## config.mk

```make
export PLATFORM = sky130hd
export DESIGN_NAME = game_fsm_multi_flat
export DESIGN_NICKNAME = d
export VERILOG_FILES = /design/src/rtl/game_pkg.sv /design/src/rtl/game_fsm_multi_if.sv /design/src/rtl/edge_event.sv /design/src/rtl/game_fsm_multi.sv /design/src/flat_wrapper.sv
export SDC_FILE = /design/constraint.sdc
export NUM_CORES = 1
export LEC_CHECK = 0
export ABC_CLOCK_PERIOD_IN_PS = 6420
export CAP_MARGIN = 40
export CORE_ASPECT_RATIO = 2
export CORE_UTILIZATION = 53
export CTS_CLUSTER_SIZE = 24
export DETAILED_ROUTE_END_ITERATION = 12
export HOLD_SLACK_MARGIN = 0.1
export PLACE_DENSITY = 0.95
export RECOVER_POWER = 25
export SLEW_MARGIN = 10
export SYNTH_ARGS = -nofsm -noshare
export SYNTH_HDL_FRONTEND = slang
export SYNTH_SLANG_ARGS = --single-unit
```

## constraint.sdc

```tcl
create_clock -name Clk -period 6.42 [get_ports Clk]
set_clock_uncertainty 0.1 [all_clocks]
set_input_delay 1.284 -clock Clk [delete_from_list [all_inputs] [get_ports Clk]]
set_output_delay 1.284 -clock Clk [all_outputs]
set_load 0.05 [all_outputs]
```

## src/rtl/game_pkg.sv

```systemverilog
// rtl/game_pkg.sv - shared states, keycodes, status bit indices and popcount for the game controller
package game_pkg;

    typedef enum logic [2:0] {
        S_WAIT,
        S_SELECT,
        S_PLAY,
        S_PAUSE,
        S_RESPAWN,
        S_WIN,
        S_LOSE
    } state_t;

    localparam logic [7:0] KEY_SPACE = 8'h2C;
    localparam logic [7:0] KEY_ESC   = 8'h29;
    localparam logic [7:0] KEY_P     = 8'h13;
    localparam logic [7:0] KEY_1     = 8'h1E;

    localparam int STATUS_RESPAWN = 6;
    localparam int STATUS_PAUSE   = 5;
    localparam int STATUS_SELECT  = 4;
    localparam int STATUS_WAIT    = 3;
    localparam int STATUS_PLAY    = 2;
    localparam int STATUS_WIN     = 1;
    localparam int STATUS_LOSE    = 0;

    function automatic logic [4:0] popcount16(input logic [15:0] v);
        logic [4:0] c;
        c = '0;
        for (int i = 0; i < 16; i++) begin
            c = c + {4'b0, v[i]};
        end
        return c;
    endfunction

endpackage

```

## src/rtl/game_fsm_multi_if.sv

```systemverilog
// rtl/game_fsm_multi_if.sv - game controller signal bundle with master/slave modports
interface game_fsm_multi_if #(
    parameter int NUM_COINS  = 3,
    parameter int NUM_LEVELS = 2
);
    logic                  frame_clk;
    logic [7:0]            keycode;
    logic [9:0]            StickmanTop;
    logic [9:0]            GroundY;
    logic [11:0]           frame_counter;
    logic [12:0]           CoinFrameX [NUM_COINS];
    logic [9:0]            CoinY [NUM_COINS];
    logic [NUM_COINS-1:0]  CoinStatus;
    logic [NUM_LEVELS-1:0] level_status;
    logic [6:0]            status;
    logic [2:0]            lives;
    logic [4:0]            score;
    logic                  freeze;

    modport master (
        output frame_clk, keycode, StickmanTop, GroundY, frame_counter, CoinFrameX, CoinY,
        input  CoinStatus, level_status, status, lives, score, freeze
    );

    modport slave (
        input  frame_clk, keycode, StickmanTop, GroundY, frame_counter, CoinFrameX, CoinY,
        output CoinStatus, level_status, status, lives, score, freeze
    );
endinterface

```

## src/rtl/edge_event.sv

```systemverilog
// rtl/edge_event.sv - registered change detector that fires only when the new value is nonzero
module edge_event #(
    parameter int WIDTH = 1
) (
    input  logic             clk,
    input  logic             rst,
    input  logic [WIDTH-1:0] d,
    output logic             ev
);
    logic [WIDTH-1:0] d_q;

    always_ff @(posedge clk) begin
        if (rst) begin
            d_q <= '0;
        end else begin
            d_q <= d;
        end
    end

    // For a 1-bit input this reduces to a rising-edge strobe.
    assign ev = (d != d_q) && (d != '0);
endmodule

```

## src/rtl/game_fsm_multi.sv

```systemverilog
// rtl/game_fsm_multi.sv - multi-level, multi-life game state machine with pause, respawn and score
module game_fsm_multi
    import game_pkg::*;
#(
    parameter int NUM_COINS      = 3,
    parameter int NUM_LEVELS     = 2,
    parameter int LIVES          = 3,
    parameter int WIN_FRAMES     = 3000,
    parameter int RESPAWN_FRAMES = 120,
    parameter int STICK_X        = 100,
    parameter int STICK_H        = 50,
    parameter int FLOOR_Y        = 470
) (
    input  logic             Clk,
    input  logic             Reset,
    game_fsm_multi_if.slave  bus
);
    localparam int TW = (RESPAWN_FRAMES < 2) ? 1 : $clog2(RESPAWN_FRAMES + 1);

    state_t                state, state_n;
    logic [NUM_COINS-1:0]  coin_q, coin_n, hit, newly;
    logic [NUM_LEVELS-1:0] level_q, level_n, digit_onehot;
    logic [2:0]            lives_q, lives_n;
    logic [4:0]            score_q, score_n, score_sat;
    logic [5:0]            score_sum;
    logic [TW-1:0]         timer_q, timer_n;
    logic                  key_ev, tick, hazard;
    logic                  key_space, key_esc, key_p, key_digit;
    logic [7:0]            digit_off;
    logic [10:0]           stick_bot, y_lo, y_hi;
    logic [12:0]           x_lo, x_hi;

    edge_event #(.WIDTH(8)) u_key_ev (
        .clk (Clk),
        .rst (Reset),
        .d   (bus.keycode),
        .ev  (key_ev)
    );

    edge_event #(.WIDTH(1)) u_frame_tick (
        .clk (Clk),
        .rst (Reset),
        .d   (bus.frame_clk),
        .ev  (tick)
    );

    assign key_space = key_ev && (bus.keycode == KEY_SPACE);
    assign key_esc   = key_ev && (bus.keycode == KEY_ESC);
    assign key_p     = key_ev && (bus.keycode == KEY_P);
    assign digit_off = bus.keycode - KEY_1;
    assign key_digit = key_ev && (bus.keycode >= KEY_1) && (digit_off < 8'(NUM_LEVELS));

    always_comb begin
        digit_onehot = '0;
        for (int i = 0; i < NUM_LEVELS; i++) begin
            digit_onehot[i] = (digit_off == 8'(i));
        end
    end

    // Widened by one bit so a stickman near the bottom cannot wrap past the floor line.
    assign stick_bot = {1'b0, bus.StickmanTop} + 11'(STICK_H);
    assign hazard    = (stick_bot > {1'b0, bus.GroundY}) || (stick_bot >= 11'(FLOOR_Y));

    assign x_lo = 13'(STICK_X) + {1'b0, bus.frame_counter} + 13'd10;
    assign x_hi = 13'(STICK_X) + {1'b0, bus.frame_counter} + 13'd46;
    assign y_lo = {1'b0, bus.StickmanTop} + 11'd10;
    assign y_hi = {1'b0, bus.StickmanTop} + 11'd74;

    generate
        for (genvar g = 0; g < NUM_COINS; g++) begin : g_coin
            assign hit[g] = (bus.CoinFrameX[g] > x_lo) && (bus.CoinFrameX[g] < x_hi) &&
                            ({1'b0, bus.CoinY[g]} > y_lo) && ({1'b0, bus.CoinY[g]} < y_hi);
        end
    endgenerate

    assign newly     = hit & coin_q;
    assign score_sum = {1'b0, score_q} + {1'b0, popcount16(16'(newly))};
    assign score_sat = (score_sum > 6'd31) ? 5'd31 : score_sum[4:0];

    always_ff @(posedge Clk) begin
        if (Reset) begin
            state   <= S_WAIT;
            coin_q  <= '1;
            level_q <= NUM_LEVELS'(1);
            lives_q <= 3'(LIVES);
            score_q <= '0;
            timer_q <= '0;
        end else begin
            state   <= state_n;
            coin_q  <= coin_n;
            level_q <= level_n;
            lives_q <= lives_n;
            score_q <= score_n;
            timer_q <= timer_n;
        end
    end

    always_comb begin
        state_n = state;
        coin_n  = coin_q;
        level_n = level_q;
        lives_n = lives_q;
        score_n = score_q;
        timer_n = timer_q;

        // Coins are collected on every PLAY cycle, including the one that ends in a hazard.
        if (state == S_PLAY) begin
            coin_n  = coin_q & ~hit;
            score_n = score_sat;
        end

        case (state)
            S_WAIT: begin
                coin_n = '1;
                if (key_space) state_n = S_SELECT;
            end
            S_SELECT: begin
                if (key_digit) begin
                    state_n = S_PLAY;
                    level_n = digit_onehot;
                    lives_n = 3'(LIVES);
                    score_n = '0;
                end else if (key_esc) begin
                    state_n = S_WAIT;
                end
            end
            S_PLAY: begin
                if (hazard) begin
                    if (lives_q > 3'd1) begin
                        state_n = S_RESPAWN;
                        lives_n = lives_q - 3'd1;
                        timer_n = TW'(RESPAWN_FRAMES);
                    end else begin
                        state_n = S_LOSE;
                        lives_n = '0;
                    end
                end else if (bus.frame_counter >= 12'(WIN_FRAMES)) begin
                    state_n = S_WIN;
                end else if (key_p) begin
                    state_n = S_PAUSE;
                end
            end
            S_PAUSE: begin
                if (key_p)        state_n = S_PLAY;
                else if (key_esc) state_n = S_WAIT;
            end
            S_RESPAWN: begin
                if (tick) begin
                    timer_n = timer_q - TW'(1);
                    if (timer_q == TW'(1)) state_n = S_PLAY;
                end
            end
            S_WIN, S_LOSE: begin
                if (key_space) state_n = S_WAIT;
            end
            default: state_n = S_WAIT;
        endcase
    end

    always_comb begin
        bus.status = '0;
        case (state)
            S_WAIT:    bus.status[STATUS_WAIT]    = 1'b1;
            S_SELECT:  bus.status[STATUS_SELECT]  = 1'b1;
            S_PLAY:    bus.status[STATUS_PLAY]    = 1'b1;
            S_PAUSE:   bus.status[STATUS_PAUSE]   = 1'b1;
            S_RESPAWN: bus.status[STATUS_RESPAWN] = 1'b1;
            S_WIN:     bus.status[STATUS_WIN]     = 1'b1;
            S_LOSE:    bus.status[STATUS_LOSE]    = 1'b1;
            default:   bus.status                 = '0;
        endcase
    end

    assign bus.freeze       = (state != S_PLAY);
    assign bus.CoinStatus   = coin_q;
    assign bus.level_status = level_q;
    assign bus.lives        = lives_q;
    assign bus.score        = score_q;
endmodule

```

## src/flat_wrapper.sv

```systemverilog
// flat-port wrapper written by rule: the top's interface ports become plain ports
module game_fsm_multi_flat import game_pkg::*;
#(
    parameter int NUM_COINS      = 3,
    parameter int NUM_LEVELS     = 2,
    parameter int LIVES          = 3,
    parameter int WIN_FRAMES     = 3000,
    parameter int RESPAWN_FRAMES = 120,
    parameter int STICK_X        = 100,
    parameter int STICK_H        = 50,
    parameter int FLOOR_Y        = 470
)
  (Clk, Reset, bus_frame_clk, bus_keycode, bus_StickmanTop, bus_GroundY, bus_frame_counter, bus_CoinFrameX, bus_CoinY, bus_CoinStatus, bus_level_status, bus_status, bus_lives, bus_score, bus_freeze);
  game_fsm_multi_if #(.NUM_COINS(NUM_COINS), .NUM_LEVELS(NUM_LEVELS)) bus_i ();
  input  logic Clk;
  input  logic Reset;
  input wire logic [$bits(bus_i.frame_clk)-1:0] bus_frame_clk;
  input wire logic [$bits(bus_i.keycode)-1:0] bus_keycode;
  input wire logic [$bits(bus_i.StickmanTop)-1:0] bus_StickmanTop;
  input wire logic [$bits(bus_i.GroundY)-1:0] bus_GroundY;
  input wire logic [$bits(bus_i.frame_counter)-1:0] bus_frame_counter;
  input wire logic [$bits(bus_i.CoinFrameX)-1:0] bus_CoinFrameX;
  input wire logic [$bits(bus_i.CoinY)-1:0] bus_CoinY;
  output wire logic [$bits(bus_i.CoinStatus)-1:0] bus_CoinStatus;
  output wire logic [$bits(bus_i.level_status)-1:0] bus_level_status;
  output wire logic [$bits(bus_i.status)-1:0] bus_status;
  output wire logic [$bits(bus_i.lives)-1:0] bus_lives;
  output wire logic [$bits(bus_i.score)-1:0] bus_score;
  output wire logic [$bits(bus_i.freeze)-1:0] bus_freeze;
  assign bus_i.frame_clk = bus_frame_clk;
  assign bus_i.keycode = bus_keycode;
  assign bus_i.StickmanTop = bus_StickmanTop;
  assign bus_i.GroundY = bus_GroundY;
  assign bus_i.frame_counter = bus_frame_counter;
  assign bus_i.CoinFrameX = {>>{bus_CoinFrameX}};
  assign bus_i.CoinY = {>>{bus_CoinY}};
  assign bus_CoinStatus = bus_i.CoinStatus;
  assign bus_level_status = bus_i.level_status;
  assign bus_status = bus_i.status;
  assign bus_lives = bus_i.lives;
  assign bus_score = bus_i.score;
  assign bus_freeze = bus_i.freeze;
  game_fsm_multi #(.NUM_COINS(NUM_COINS), .NUM_LEVELS(NUM_LEVELS), .LIVES(LIVES), .WIN_FRAMES(WIN_FRAMES), .RESPAWN_FRAMES(RESPAWN_FRAMES), .STICK_X(STICK_X), .STICK_H(STICK_H), .FLOOR_Y(FLOOR_Y)) u_core (.Clk(Clk), .Reset(Reset), .bus(bus_i));
endmodule
```

Word level (Yosys, flattened, before mapping) --
Cells that the tools add are included.
Operators by class: add/sub/neg operators 12, multipliers 0, div/mod/pow operators 0, order comparisons 19, equality and inequality tests 22, shifts and indexed selects 0, mux-type cells 31, bitwise gates (word level) 3, reduce and logical (&&, ||, !) cells 28
Operators with widths (count):
- 13-bit > comparator | 3
- 13-bit less-than comparator | 3
- 3-bit 2-to-1 mux | 13
- 10-bit by 11-bit > comparator with 1-bit output | 3
- 10-bit by 11-bit less-than comparator with 1-bit output | 3
- 7-bit 2-to-1 mux | 3
- 5-bit 2-to-1 mux | 4
- 3-bit one-hot mux with 6 select lines | 1
- 8-bit by 6-bit == test with 1-bit output (second input constant) | 2
- 1-bit logical AND | 16
- 7-bit one-hot mux with 2 select lines | 1
- 13-bit by 4-bit adder with 13-bit output (second input constant) | 1
- 13-bit by 6-bit adder with 13-bit output (second input constant) | 1
- 7-bit by 12-bit adder with 13-bit output (first input constant) | 1
- 12-bit >= comparator (second input constant) | 1
- 2-bit by 1-bit inequality test with 1-bit output (second input constant) | 6
- 10-bit by 4-bit adder with 11-bit output (second input constant) | 1
- 10-bit by 6-bit adder with 11-bit output (second input constant) | 1
- 10-bit by 7-bit adder with 11-bit output (second input constant) | 1
- 11-bit by 9-bit >= comparator with 1-bit output (second input constant) | 1
- 11-bit by 10-bit > comparator with 1-bit output | 1
- 3-bit == test (second input constant) | 3
- 8-bit by 1-bit == test with 1-bit output (second input constant) | 1
- 8-bit by 5-bit == test with 1-bit output (second input constant) | 1
- other kinds (33) | 43
Word-level totals: register bits after elaboration 32, latch bits 0, RAM bits 0, ROM bits 0, bits of input ports 112, word-level logic and storage cells 123, memories 0

Longest topological paths before layout --
depth in word-level cells 15, mapped depth 28

Hierarchy --
A second synthesis with hierarchy kept.
Unflattened totals: cells, all modules 733, area, all modules 5845.6 um^2
Modules (own cells, without submodules):
- game_fsm_multi | times used 1, cells an instance 701, area each 5485.3 um^2, seq. area each 460.4 um^2
- edge_event (u_core.u_key_ev) | times used 1, cells an instance 29, area each 312.8 um^2, seq. area each 160.2 um^2
- edge_event (u_core.u_frame_tick) | times used 1, cells an instance 3, area each 47.5 um^2, seq. area each 20.0 um^2

Least setup slack after synthesis --
No wires, ideal clock.
path kind input-to-reg, from input port bus_frame_counter[2], to register u_core.score_q[4] (netlist: u_core.bus.score[4]), arrival time 5.874 ns, setup slack 0.381 ns, cell stages on the path 23, buffers on the path 1, path through ha_1 -> buf_6 -> a211oi_2 -> o21a_2 -> o21ai_1 -> o21ai_0 -> ha_1 -> and4_1 -> a2111oi_0 -> a31oi_1 -> maj3_1 -> a21oi_1 -> o311a_1 -> nand2_1 -> fa_1 -> inv_1 -> ha_1 -> fa_1 -> a21oi_1 -> nor3b_1 -> nand3_1 -> o21ai_0 -> nor2_1
Between the ends: cells in the longest elaborated chain, start to end 15, elaborated cells on any way between the ends 27, classes of those cells 6 x add/sub; 7 x order compare; 4 x mux; 1 x bitwise; 9 x reduce/logical
RTL lines:
- start, declared | RTL line flat_wrapper.sv:21 | input wire logic [$bits(bus_i.frame_counter)-1:0] bus_frame_counter;
- 7-bit by 12-bit adder with 13-bit output * | RTL line game_fsm_multi.sv:64, game_fsm_multi.sv:65
- 13-bit by 4-bit adder with 13-bit output / 13-bit by 6-bit adder with 13-bit output (equally long branches) | RTL line game_fsm_multi.sv:64, game_fsm_multi.sv:65
- 13-bit > comparator / 13-bit less-than comparator (equally long branches) | RTL line game_fsm_multi.sv:71 | assign hit[g] = (bus.CoinFrameX[g] > x_lo) && (bus.CoinFrameX[g] < x_hi) &&
- 1-bit logical AND (2 in a row) | RTL line game_fsm_multi.sv:71
- 1-bit logical AND | RTL line game_fsm_multi.sv:72 | ({1'b0, bus.CoinY[g]} > y_lo) && ({1'b0, bus.CoinY[g]} < y_hi);
- 3-bit bitwise AND * | RTL line game_fsm_multi.sv:76 | assign newly = hit & coin_q;
- 1-bit by 1-bit adder with 2-bit output | RTL line game_pkg.sv:31 | c = c + {4'b0, v[i]};
- 5-bit by 1-bit adder with 5-bit output * | RTL line game_pkg.sv:31
- 5-bit by 5-bit adder with 6-bit output * | RTL line game_fsm_multi.sv:77 | assign score_sum = {1'b0, score_q} + {1'b0, popcount16(16'(newly))};
- 6-bit by 5-bit > comparator with 1-bit output | RTL line game_fsm_multi.sv:78 | assign score_sat = (score_sum > 6'd31) ? 5'd31 : score_sum[4:0];
- 5-bit 2-to-1 mux * | RTL line game_fsm_multi.sv:78
- 5-bit 2-to-1 mux * | RTL line game_fsm_multi.sv:107 | if (state == S_PLAY) begin
- 5-bit 2-to-1 mux | RTL line game_fsm_multi.sv:118 | if (key_digit) begin
- 5-bit 2-to-1 mux * | RTL line game_fsm_multi.sv:112 | case (state)
- end signal, assigned | RTL line game_fsm_multi.sv:93 | score_q <= score_n;
- end, declared | RTL line game_fsm_multi.sv:24 | logic [4:0] score_q, score_n, score_sat;
Mark *: on every way between the ends. The rest lies on a longest branch, timed or not. A chain may end at the register's enable or synchronous reset.

Worst setup path in the final report --
from input port bus_frame_counter[5], to register u_core.score_q[4] (netlist: u_core.bus.score[4])
Same word-level chain as after synthesis.

==> metrics.cfg <==
[detailed_routing]
wl_um=20500
wire_per_inst_um=18.7
drcViolationCount=0
vias_per_cell=6.22
drt-pass1-iter-count=7
drt_iter0_markers=376
vias=6796
drt.antenna.violating_nets=0

[die]
initial_core_util_pct=54.8
fp.dieW_um=76.1
core_mm2=0.0106
rows=53
die-area_mm2=0.0114
die_y_um=150
io_pins=133

[power]
pwr-share-seq_pct=17.8
power_frac_comb_pct=63.3
pwr_density_cell_mw_per_mm2=173
p_clk_share_pct=18.9
vdd_drop_max_uv=121
switching_share_pct=43.2
internal_power_mw=0.822
p_total_mw=1.45
power_switching_mw=0.625
p_leak_nw=3.75

[global_route]
grt_pass1_vias=6929
grt_max_degree=30
grt_pass1_wl_um=31000
grt_usage_pct=34.1
overflow=0
antenna_found_initial=0

[sta]
tightestPinTransition_ps=1140
setup_ws_ps=3.65
fin_crit_sh_pct=99.9
hold_viol=0
max_freq_mhz=156
min_period_ps=6420
final.setup.tns_ps=0
timing.slew.headroom_pct=23.8
finalMaxSlewViolations=0
setup_violations=0

[setup_path]
path_class=in2reg
end_kind=register
startpoint_type=input pin
startpoint=bus_frame_counter[5]
worst_ep_required_time_ps=6490
crit_arrival_ps=6480
r2r-start=u_core.bus.CoinStatus[2]
worstPathMaxFanout=8
cp_top_family=compound AO/OA/AOI/OAI gates
r2r_slack_ps=3730
critPathBufInv=5
slowest_delay_ps=600
crit_path_top_delay_cell=fa_1

[logic_synthesis]
async_flop_share_pct=0
ys.flop_type=dfxtp_1
synth_area_mm2=0.00581
synthCells=735
ys_seq_area_share_pct=11.0
synth_edf_count=0
synth_top_area_share_pct=28.8
synth_nets=983
avgSynthCellArea_um2=7.91
synth_seq_cells=32
ys_types=72
synthTopCellsByArea=ha_1, dfxtp_1, xnor2_1
yosysWarnings=0
synth_top_area_cell=ha_1

[cts]
clockBufferDepth=2
h-tree-depth=2
cts.sinks=32
clk_latency_ps=280
clk_pin_slew_worst_paths_ps=50
cts_tree=yes
cts-buffers-inserted=5
cts_hold_buffers=0
root_buffer=clkbuf_16

[worst_hold_path]
min-delay-start=u_core.bus.level_status[1]
hp-class=reg2reg

[placed_design]
hpwl_um=15700
portBuffers=132
gp_congestion=0.949
pre_cts_slack_ps=-741

[final_layout]
drive_above_1_share_pct=17.0
finish.utilization_pct=78.8
syn2layout_area_growth_pct=43.9
layout.nets=1202
layout_commonest_cell=ha_1
antenna_cells=0
layout_common_cells=ha_1, clkdlybuf4s50_1, buf_4

[job]
drv_cap=0

[status]
outcome=finished, final reports clean

==> power by group through the flow <==
stage          Clock [mW]  Combinational, mW  Sequential [mW]
3_5_place_dp            0              0.837            0.258
3_3_place_gp            0              0.798            0.256
4_1_cts             0.272              0.857            0.254
2_1_floorplan           0              0.495            0.256
5_1_grt             0.286              0.983            0.262
6_report            0.274              0.915            0.257
==> tightest hold or removal path: cells and delay by family (launching register included) <==
family	cells	cell delay, ps
AO/OA/AOI/OAI	1	60
AND/OR/NAND/NOR	1	50
flip-flops	1	300
==> synthesized netlist by cell type (4+ instances only) <==
cell         n
buf_6        4
ha_1       134
nor4_1       6
a21oi_1     47
a2111oi_0    5
nand2b_1    12
o22ai_1      4
nand3_1     18
o21a_1      15
nor3b_1      5
a21o_1      17
xor2_1      26
a31oi_1     15
nor4b_1      4
and2_1       6
a311oi_1     5
inv_1       47
nor3_1      12
a211oi_1     7
o31ai_1      5
nor2b_1     24
dfxtp_1     32
xnor2_1     28
nand4_1     23
nand2_1     46
o31a_1       4
and3_1       5
o21ai_0     42
clkbuf_1    12
nor2_1      57
==> metrics by stage <==
step	hold slack (ps)	std cells	cell area, um^2
floorplan	369	735	5810
global route	395	1092	8360
detailed placement	361	1080	7920
CTS	368	1089	8150
global placement	345	1080	7920
finish	362	1092	8360
==> per-layer routing <==
layer / vias to the layer above / global-route usage, % / wire length (um)
li1: 3166 / - / -
met4: 0 / 27.3 / 1660
met1: 3131 / 28.2 / 6520
met3: 150 / 5.88 / 1020
met5: - / 0 / 0
met2: 349 / 69.0 / 11300
==> cells by family (layout without fill, tap and decap cells) <==
kind of cell | count (synthesis) | in the layout | synth area share [%]
DFF | 32 | 32 | 11.0
and+or+nand+nor | 240 | 240 | 21.8
buffers and inverters | 67 | 287 | 4.91
AOI/OAI and AO/OA | 197 | 197 | 22.6
muxes | 3 | 3 | 0.516
adders and majority gates | 140 | 140 | 30.3
xor gates and xnor gates | 56 | 56 | 8.89
==> final timing paths <==
kind                           endpoint  depth (start not counted)
max                 u_core.bus.score[4]                         25
min          u_core.bus.level_status[1]                          2
max reg2reg         u_core.bus.score[4]                         10
min reg2reg  u_core.bus.level_status[1]                          2
==> flip-flops by register name, summed over array words and instances, names as in the netlist <==
register	cells
u_core.bus.level_status	2
u_core.state	3
u_core.bus.score	5
u_core.u_frame_tick.d_q	1
u_core.bus.CoinStatus	3
u_core.timer_q	7
u_core.bus.lives	3
u_core.u_key_ev.d_q	8
==> layout make-up <==
| type | instances | area (um^2) |
|---|---|---|
| Multi-Input combinational cell | 636 | 5120 |
| Timing Repair Buffer | 231 | 2090 |
| Inverter | 48 | 180 |
| Clock inverter | 2 | 35.0 |
| Clock buffer | 6 | 129 |
| Fill cell | 648 | 2250 |
| Tap cell | 137 | 171 |
| Sequential cell | 32 | 641 |
==> repair_timing <==
item,CTS,global route
resized for setup,20,41
buffers inserted,1,3
pin swaps,4,26
setup endpoints to repair,5,5
No activity file was read; power rests on OpenSTA's default activity.
